--- src/rtl/mat_pkg.sv ---
// Shared layout for the flattened 3x3 matrix element stream. The ALU, this
// transmitter and the receiving packer all use the same element ordering.
package mat_pkg;

  localparam int ELEM_W   = 32;
  localparam int DIM      = 3;
  localparam int NUM_ELEM = DIM * DIM;
  localparam int MAT_W    = NUM_ELEM * ELEM_W;
  localparam int IDX_W    = 4;

  localparam logic [IDX_W-1:0] DET_IDX       = IDX_W'(9);
  localparam logic [IDX_W-1:0] LAST_ELEM_IDX = IDX_W'(NUM_ELEM - 1);

  typedef enum logic {
    IDLE,
    SEND
  } state_t;

  // Row-major element idx; E00 occupies the most significant word.
  // Indices outside 0..NUM_ELEM-1 yield zero.
  function automatic logic [ELEM_W-1:0] elem_at(
    input logic [MAT_W-1:0] mat,
    input logic [IDX_W-1:0] idx
  );
    logic [ELEM_W-1:0] res;
    res = '0;
    for (int i = 0; i < NUM_ELEM; i++) begin
      if (idx == IDX_W'(i)) res = mat[MAT_W-1-i*ELEM_W -: ELEM_W];
    end
    return res;
  endfunction

endpackage

--- src/rtl/mat_elem_mux.sv ---
// Beat selector: one of the nine matrix elements, or the determinant word at
// DET_IDX. Purely combinational so the FSM only deals with indices.
module mat_elem_mux
  import mat_pkg::*;
(
  input  logic [MAT_W-1:0]  mat,
  input  logic [ELEM_W-1:0] det,
  input  logic [IDX_W-1:0]  idx,
  output logic [ELEM_W-1:0] data
);

  always_comb begin
    // NOTE: data gets an unconditional value first so every idx path assigns it and no latch is inferred.
    data = elem_at(mat, idx);
    if (idx == DET_IDX) data = det;
  end

endmodule

--- src/rtl/mat_stream_tx.sv ---
// Serialises a captured 3x3 matrix (plus optional determinant) onto a 32-bit
// valid/ready element stream, one element per accepted beat.
module mat_stream_tx
  import mat_pkg::*;
(
  input  logic              clk,
  input  logic              reset,
  input  logic              load_valid,
  output logic              load_ready,
  input  logic [MAT_W-1:0]  mat_in,
  input  logic [ELEM_W-1:0] det_in,
  input  logic              det_en,
  output logic              tx_valid,
  input  logic              tx_ready,
  output logic [ELEM_W-1:0] tx_data,
  output logic [IDX_W-1:0]  tx_idx,
  output logic              tx_last,
  output logic              tx_is_det,
  output logic              busy
);

  state_t            state;
  logic [MAT_W-1:0]  shadow_mat;
  logic [ELEM_W-1:0] shadow_det;
  logic              shadow_det_en;

  // Selection for the beat that will be presented after the next edge. In
  // IDLE it looks straight at the load inputs so beat 0 is ready one cycle
  // after acceptance; in SEND it walks the shadow copy.
  logic [MAT_W-1:0]  sel_mat;
  logic [ELEM_W-1:0] sel_det;
  logic              sel_det_en;
  logic [IDX_W-1:0]  next_idx;
  logic [ELEM_W-1:0] next_data;
  logic              next_last;

  always_comb begin
    sel_mat    = shadow_mat;
    sel_det    = shadow_det;
    sel_det_en = shadow_det_en;
    next_idx   = tx_idx + IDX_W'(1);
    if (state == IDLE) begin
      sel_mat    = mat_in;
      sel_det    = det_in;
      sel_det_en = det_en;
      next_idx   = '0;
    end
    next_last = (next_idx == DET_IDX) ||
                ((next_idx == LAST_ELEM_IDX) && !sel_det_en);
  end

  mat_elem_mux u_elem_mux (
    .mat  (sel_mat),
    .det  (sel_det),
    .idx  (next_idx),
    .data (next_data)
  );

  // NOTE: all state below uses non-blocking assignments so every register samples pre-edge values.
  always_ff @(posedge clk or posedge reset) begin
    if (reset) begin
      state         <= IDLE;
      // NOTE: the shadow capture registers are reset too, so an abandoned transfer leaves no stale data behind.
      shadow_mat    <= '0;
      shadow_det    <= '0;
      shadow_det_en <= 1'b0;
      tx_valid      <= 1'b0;
      tx_data       <= '0;
      tx_idx        <= '0;
      tx_last       <= 1'b0;
      tx_is_det     <= 1'b0;
      busy          <= 1'b0;
      load_ready    <= 1'b1;
    end else begin
      case (state)
        IDLE: begin
          if (load_valid) begin
            state         <= SEND;
            shadow_mat    <= mat_in;
            shadow_det    <= det_in;
            shadow_det_en <= det_en;
            tx_valid      <= 1'b1;
            tx_idx        <= next_idx;
            tx_data       <= next_data;
            tx_last       <= next_last;
            tx_is_det     <= (next_idx == DET_IDX);
            busy          <= 1'b1;
            load_ready    <= 1'b0;
          end
        end
        SEND: begin
          if (tx_ready) begin
            if (tx_last) begin
              state      <= IDLE;
              tx_valid   <= 1'b0;
              tx_data    <= '0;
              tx_idx     <= '0;
              tx_last    <= 1'b0;
              tx_is_det  <= 1'b0;
              busy       <= 1'b0;
              load_ready <= 1'b1;
            end else begin
              tx_idx     <= next_idx;
              tx_data    <= next_data;
              tx_last    <= next_last;
              tx_is_det  <= (next_idx == DET_IDX);
            end
          end
        end
        default: state <= IDLE;
      endcase
    end
  end

  // Structural invariants of the stream.
  a_idx_range : assert property (@(posedge clk) disable iff (reset)
    tx_idx <= DET_IDX);
  a_busy_send : assert property (@(posedge clk) disable iff (reset)
    (busy == (state == SEND)) && (tx_valid == busy) && (load_ready == !busy));

endmodule

--- config.mk ---
export PLATFORM = sky130hd
export DESIGN_NAME = mat_stream_tx
export DESIGN_NICKNAME = d
export VERILOG_FILES = /design/src/rtl/mat_pkg.sv /design/src/rtl/mat_elem_mux.sv /design/src/rtl/mat_stream_tx.sv
export SDC_FILE = /design/constraint.sdc
export NUM_CORES = 1
export LEC_CHECK = 0
export BUFFER_PORTS_ARGS = -buffer_cell sky130_fd_sc_hd__buf_4
export CORE_MARGIN = 2
export CORE_UTILIZATION = 50
export DETAILED_ROUTE_END_ITERATION = 16
export HOLD_SLACK_MARGIN = 0.1
export PLACE_DENSITY = 0.76
export SETUP_SLACK_MARGIN = 0.2
export SLEW_MARGIN = 20
export SYNTH_ARGS = -nofsm -noshare
export SYNTH_HDL_FRONTEND = slang
export SYNTH_SLANG_ARGS = --single-unit
export TNS_END_PERCENT = 50
--- constraint.sdc ---
create_clock -name clk -period 14.8 [get_ports clk]
set_input_delay 0.74 -clock clk [delete_from_list [all_inputs] [get_ports clk]]
set_output_delay 0.74 -clock clk [all_outputs]
set_load 0.005 [all_outputs]
==> flow_summary_export.csv, run 1 <==
group,metric,value,unit
status,status,"completed",
critical_path,path_max_fanout,66,
clock_tree,post_cts_buffers,0,
yosys,synth.avg_cell_area,13.4,µm²
power,ir_drop,0.000128,V
timing,holdWs,0.406,ns
cells_and_area,final_common_cell,"mux2_2",
yosys,synth-edff-count,0,
placed_design,dp_hpwl,31500,µm
yosys,ys.flop_type,"dfrtp_1",
critical_path,startpoint_type,"flip-flop",
die,ios,366,
yosys,syn-cell-area,0.0170,mm²
cells_and_area,nFillCells,2602,
critical_path,crit_chain,"ha_4 > buf_4 > or2_2 > o22ai_1 > a21oi_1 > a222oi_1 > nand2_1",
clock_tree,cts_root_buf,"clkbuf_16",
cells_and_area,multi_input_area,0.00738,mm²
yosys,synth_area_leaders,"dfrtp_1, mux2_2, mux4_2, nand2_1, a221o_1",
clock_tree,hold_buffers,0,
drt,viasPerCell,5.99,
die,dieArea,0.0355,mm²
yosys,ys_types,44,
drt,avgRoutedWirePerCell,23.5,µm
critical_path,path_buf_inv,1,
timing,fin_crit_sh,27.0,%
die,initial_core_util,50.7,%
cells_and_area,nets,1917,
placed_design,pre_cts_ws,10.81,ns
global_route,antenna_found_initial,1,
yosys,synth-async-reset-ratio,100,%
global_route,grt_usage,27.4,%
cells_and_area,syn_to_final_growth,24.8,%
die,die_h,188,µm
global_route,grt_pass1_vias,13160,
die,dieWidth,188,µm
critical_path,endpoint_kind,"flip-flop",
critical_path,worstSetupPathType,"reg -> reg",
timing,report.final.slew_viol_count,0,
cells_and_area,seqCellArea,0.00906,mm²
timing,rsz0062_at_grt,"false",
clock_tree,h-tree-depth,2,
timing,fin_skew,0.0112,ns
drt,num_vias,12387,
drt,drc_errors,0,
yosys,ys_ff_latch,362,
cells_and_area,final_cell_mix,"mux2_2, buf_4, dfrtp_1, nand2_1, clkbuf_16",
power,power,4.84,mW
yosys,synth_top_area_share,53.1,%
timing,worst_slack,10.81,ns
drt,firstDrtPassIters,8,
timing,fmax,250,MHz
clock_tree,ctsResizeCount,0,
timing,finalSetupTns,0,ns
cells_and_area,drive_above_1_share,53.7,%
run,cap_violations,0,
power,leakage,9.28,nW
placed_design,gp_congestion,0.815,
drt,routed_wl,48700,µm
yosys,synth_largest_area_cell,"dfrtp_1",
clock_tree,cts_tree,"done",
power,powerDensity,228,mW/mm²
clock_tree,numCtsBuffers,39,
timing,hold_viol,0,
clock_tree,clk_latency,0.52,ns
critical_path,critPathMaxStageDelay,0.85,ns
drt,antenna_left,0,
min_path,hold_path_class,"in -> async",
timing,setup_violations,0,
die,core_area,0.0335,mm²
global_route,grt_overflow,0,
critical_path,critPathSlowestCell,"or2_2",
placed_design,port-buffer-count,365,
clock_tree,cts_sinks,362,
die,rows,67,
timing,fin_crit,3.99,ns
yosys,seq_area_frac_synth,53.3,%
critical_path,critical_path_arrival,4.44,ns
clock_tree,clkTransAtPathRegs,0.06,ns
critical_path,cp.required,15.25,ns
timing,worst_pin_slew,1.13,ns
yosys,ys_warn_count,0,
timing,slew-limit-headroom,24.4,%
clock_tree,cts_buffer_depth,3,
global_route,grt_pass1_wl,75300,µm
yosys,synth.net_count,1596,
yosys,synthCells,1270,
global_route,grt_max_degree,190,
critical_path,crit_family,"simple AND/OR/NAND/NOR gates",
cells_and_area,fin_area,0.0212,mm²
placed_design,dpl_cell_area,0.0200,mm²
drt,drt_iter0_markers,1296,
## stage by stage
stage	utilization [%]	cells
after CTS	63.2	2068
after detailed placement	59.7	1998
after global routing	63.3	2069
after global placement	59.7	1998
after floorplan	-	1270
final	63.3	2069
## sequential cells by signal (all words and copies together), names as in the netlist
name / flops
shadow_det_en: 1
state: 1
tx_idx: 4
shadow_mat: 288
load_ready: 1
tx_data: 32
shadow_det: 32
busy: 1
tx_last: 1
tx_is_det: 1
## worst reg2reg max path, delay by kind of cell (launching register included)
family	cells	cell delay, ns
and+or+nand+nor	2	1.08
adders and majority gates	1	0.72
DFF	1	0.71
AOI/OAI and AO/OA	3	0.56
buffers and inverters	1	0.85
## power by group
group          leakage, nW  internal (mW)  switching, mW
sequential            4.31           1.50          0.332
combinational         4.39           1.10          0.990
clock                0.582          0.528          0.394
total                 9.28           3.13           1.72
## cell type report
class | count | share of cell area, %
Clock buffer | 57 | 5.11
Timing Repair Buffer | 380 | 13.5
Antenna cell | 1 | 0.0118
Tap cell | 448 | 2.64
Multi-Input combinational cell | 772 | 34.8
Clock inverter | 13 | 0.519
Inverter | 36 | 0.672
Sequential cell | 362 | 42.7
## cells by family after synthesis
group | Yosys count | share of synthesized area (%)
mux | 417 | 29.7
flops | 362 | 53.3
compound gates | 219 | 9.74
buf+inv | 136 | 3.78
simple gates | 134 | 3.31
xor+xnor | 1 | 0.0515
fa+ha+maj | 1 | 0.0736
## worst paths after layout
check | endpoint | cells past startpoint | from | slack [ns]
setup / recovery | tx_data[6] | 7 | tx_idx[0] | 10.81
hold / removal | shadow_mat[247] | 2 | reset | 0.41
setup reg to reg | tx_data[6] | 7 | tx_idx[0] | 10.81
hold reg to reg | shadow_mat[57] | 1 | shadow_mat[57] | 0.50
max in group asynchronous | shadow_mat[136] | 4 | reset | 12.29
min in group clk | tx_idx[2] | 2 | load_valid | 0.44
## synthesized netlist by cell type (25+ instances only)
master     number
a21oi_1        39
mux2_2        381
inv_1          26
clkbuf_1       31
o22ai_1        33
a222oi_1       32
nand2_1       104
dfrtp_1       361
buf_2          55
a221o_1        32
o21ai_1        25
o2111ai_1      32
mux4_2         32
## metal layers
metal	global-route usage, %	part of all wire [%]
met1	37.5	41
met2	42.8	46
met3	6.11	9.2
met4	11.3	4.2
met5	0	0
No activity file was read; power rests on OpenSTA's default activity.
==> run 2, diff against run 1 <==
clock period = 3.7 ns   (was 14.8 ns; I/O delays follow)
==> run 2 against run 1 <==
Hold slack better by 0.016 ns. Register-to-register slack worse by 10 ns. Sequential power grew to 4.1 times the previous value. Maximum frequency is 20% higher. Total power grew to 4.2 times the previous value. Largest cell class unchanged. Non-clock buffer count is 331 higher. Setup slack worse by 10 ns.
==> flow_summary_export.csv, run 2 (synthesized netlist as in run 1, its figures left out) <==
group,metric,value,unit
status,status,"completed",
critical_path,rr_startpoint,"tx_idx[0]",
drt,firstDrtPassIters,9,
timing,slew-limit-headroom,25.3,%
global_route,grt_pass1_wl,89200,µm
drt,routed_wl,58400,µm
cells_and_area,drive_above_1_share,44.9,%
cells_and_area,final_cell_mix,"mux2_2, buf_4, dfrtp_1, dlygate4sd3_1, nand2_1",
placed_design,dp.cells,2005,
run,cap_violations,0,
timing,setup_violations,0,
placed_design,pre_cts_ws,0.434,ns
die,initial_core_util,50.7,%
timing,fmax,301,MHz
die,rows,67,
global_route,antenna_found_initial,5,
critical_path,critPathSlowestCell,"nor2_4",
critical_path,critPathMaxStageDelay,0.87,ns
timing,report.final.slew_viol_count,0,
cells_and_area,largest_registers,"shadow_mat (288), shadow_det (32), tx_data (32)",
die,dieWidth,188,µm
cells_and_area,nets,2249,
timing,holdWs,0.422,ns
timing,rsz0062_at_grt,"true",
global_route,grt_pass1_vias,15483,
clock_tree,cts_buffer_depth,3,
drt,avgRoutedWirePerCell,24.3,µm
timing,fin_crit_sh,89.9,%
clock_tree,cts_root_buf,"clkbuf_16",
power,pwr-share-comb,43.7,%
placed_design,port-buffer-count,365,
die,core_area,0.0335,mm²
min_path,hold_path_class,"in -> async",
critical_path,r2r_slack,0.37,ns
clock_tree,cts_tree,"done",
global_route,grt_max_degree,176,
drt,drc_errors,0,
power,power,20.3,mW
die,die_h,188,µm
clock_tree,clk_latency,0.52,ns
critical_path,worstSetupPathType,"reg -> reg",
critical_path,timing.rr.end,"tx_data[1]",
die,dieArea,0.0355,mm²
cells_and_area,final_cells,2404,
critical_path,cp.required,4.15,ns
clock_tree,clkTransAtPathRegs,0.06,ns
cells_and_area,nFillCells,2061,
critical_path,timing.critical_path.from,"tx_idx[0]",
power,p_int,13.0,mW
timing,fin_crit,3.33,ns
timing,worst_slack,0.374,ns
timing,finalSetupTns,0,ns
critical_path,endpoint_kind,"flip-flop",
drt,antenna_left,0,
timing,fin_skew,0.0129,ns
die,ios,366,
clock_tree,numCtsBuffers,40,
power,powerDensity,823,mW/mm²
cells_and_area,seqCellArea,0.00906,mm²
critical_path,startpoint_type,"flip-flop",
timing,hold_viol,0,
critical_path,path_max_fanout,54,
critical_path,critical_path_arrival,3.77,ns
drt,drt_iter0_markers,1355,
placed_design,dp_hpwl,33100,µm
cells_and_area,multi_input_area,0.00738,mm²
cells_and_area,syn_to_final_growth,44.9,%
global_route,grt_overflow,0,
timing,worst_pin_slew,1.11,ns
critical_path,rr_worst_depth,6,
power,leakage,10.7,nW
power,power_frac_clock,19.1,%
placed_design,gp_congestion,0.818,
clock_tree,h-tree-depth,2,
clock_tree,cts_sinks,362,
critical_path,crit_chain,"buf_4 > nand3_1 > nor2_4 > a221o_1 > a222oi_1 > nand2_1",
clock_tree,post_cts_buffers,0,
drt,num_vias,14287,
power,p_switching,7.31,mW
power,ir_drop,0.000452,V
drt,viasPerCell,5.94,
cells_and_area,regMostFlops,"shadow_mat",
critical_path,cp-endpoint,"tx_data[1]",
global_route,grt_usage,32.7,%
cells_and_area,largest_register_ffs,288,
power,share_seq_of_total_power,37.2,%
power,sw_frac_of_total,36.0,%
[run 2: cell types whose count changed in the layout (fill, tap and decap cells not counted), moves of 3 or more]
| cell | change |
|---|---|
| buf_12 | +5 |
| buf_4 | +4 |
| clkbuf_8 | +5 |
| diode_2 | +4 |
| dlygate4sd3_1 | +324 |
| inv_6 | -3 |
[run 2: per-stage QoR]
step	instance area, µm²	utilization, %
2_1_floorplan	17000	-
3_3_place_gp	20100	60.0
3_5_place_dp	20100	60.0
4_1_cts	24600	73.4
5_1_grt	24600	73.5
6_report	24600	73.5
[run 2: how the worst min path moves through the flow]
stage          cells after the start  slack [ns]              end
5_1_grt                            3        0.44  shadow_mat[134]
6_report                           3        0.42  shadow_mat[117]
2_1_floorplan                      1        0.29        tx_idx[0]
3_5_place_dp                       2        0.41  shadow_mat[117]
3_3_place_gp                       2        0.41   shadow_det[24]
4_1_cts                            3        0.42   shadow_mat[85]
[run 2: area by class of cell]
type,instances,share of cell area [%]
clock buffer,65,4.90
inverter,36,0.564
tap,448,2.28
timing repair buffer,711,25.3
antenna,5,0.0508
multi-input combinational,772,30.0
clock inverter,5,0.203
sequential,362,36.8
[run 2: timing repair]
action	in CTS	in global routing
hold buffers	324	0
hold endpoints to repair	386	0
resized for setup	0	0
setup endpoints to repair	0	10
[run 2: routing by layer]
metal	wire [µm]	global-route usage, %	part of all wire (%)	vias up
met4	3050	16.2	5.2	0
met1	21600	39.8	37	7107
met5	0	0	0	-
met2	29000	55.7	50	893
li1	-	-	-	6066
met3	4760	6.57	8.1	221
[run 2: power groups by stage]
stage	logic [mW]	registers, mW	clock network (mW)
final	8.86	7.54	3.88
after global placement	8.10	7.33	0
after CTS	8.65	7.39	3.90
after global routing	9.48	7.71	4.09
after floorplan	6.27	6.84	0
after detailed placement	8.33	7.43	0
[run 2: worst max-delay path: cells and delay by family, from the launching register on]
| family | cells | cell delay [ns] |
|---|---|---|
| buf+inv | 1 | 0.76 |
| simple gates | 3 | 1.25 |
| flops | 1 | 0.69 |
| compound gates | 2 | 0.40 |
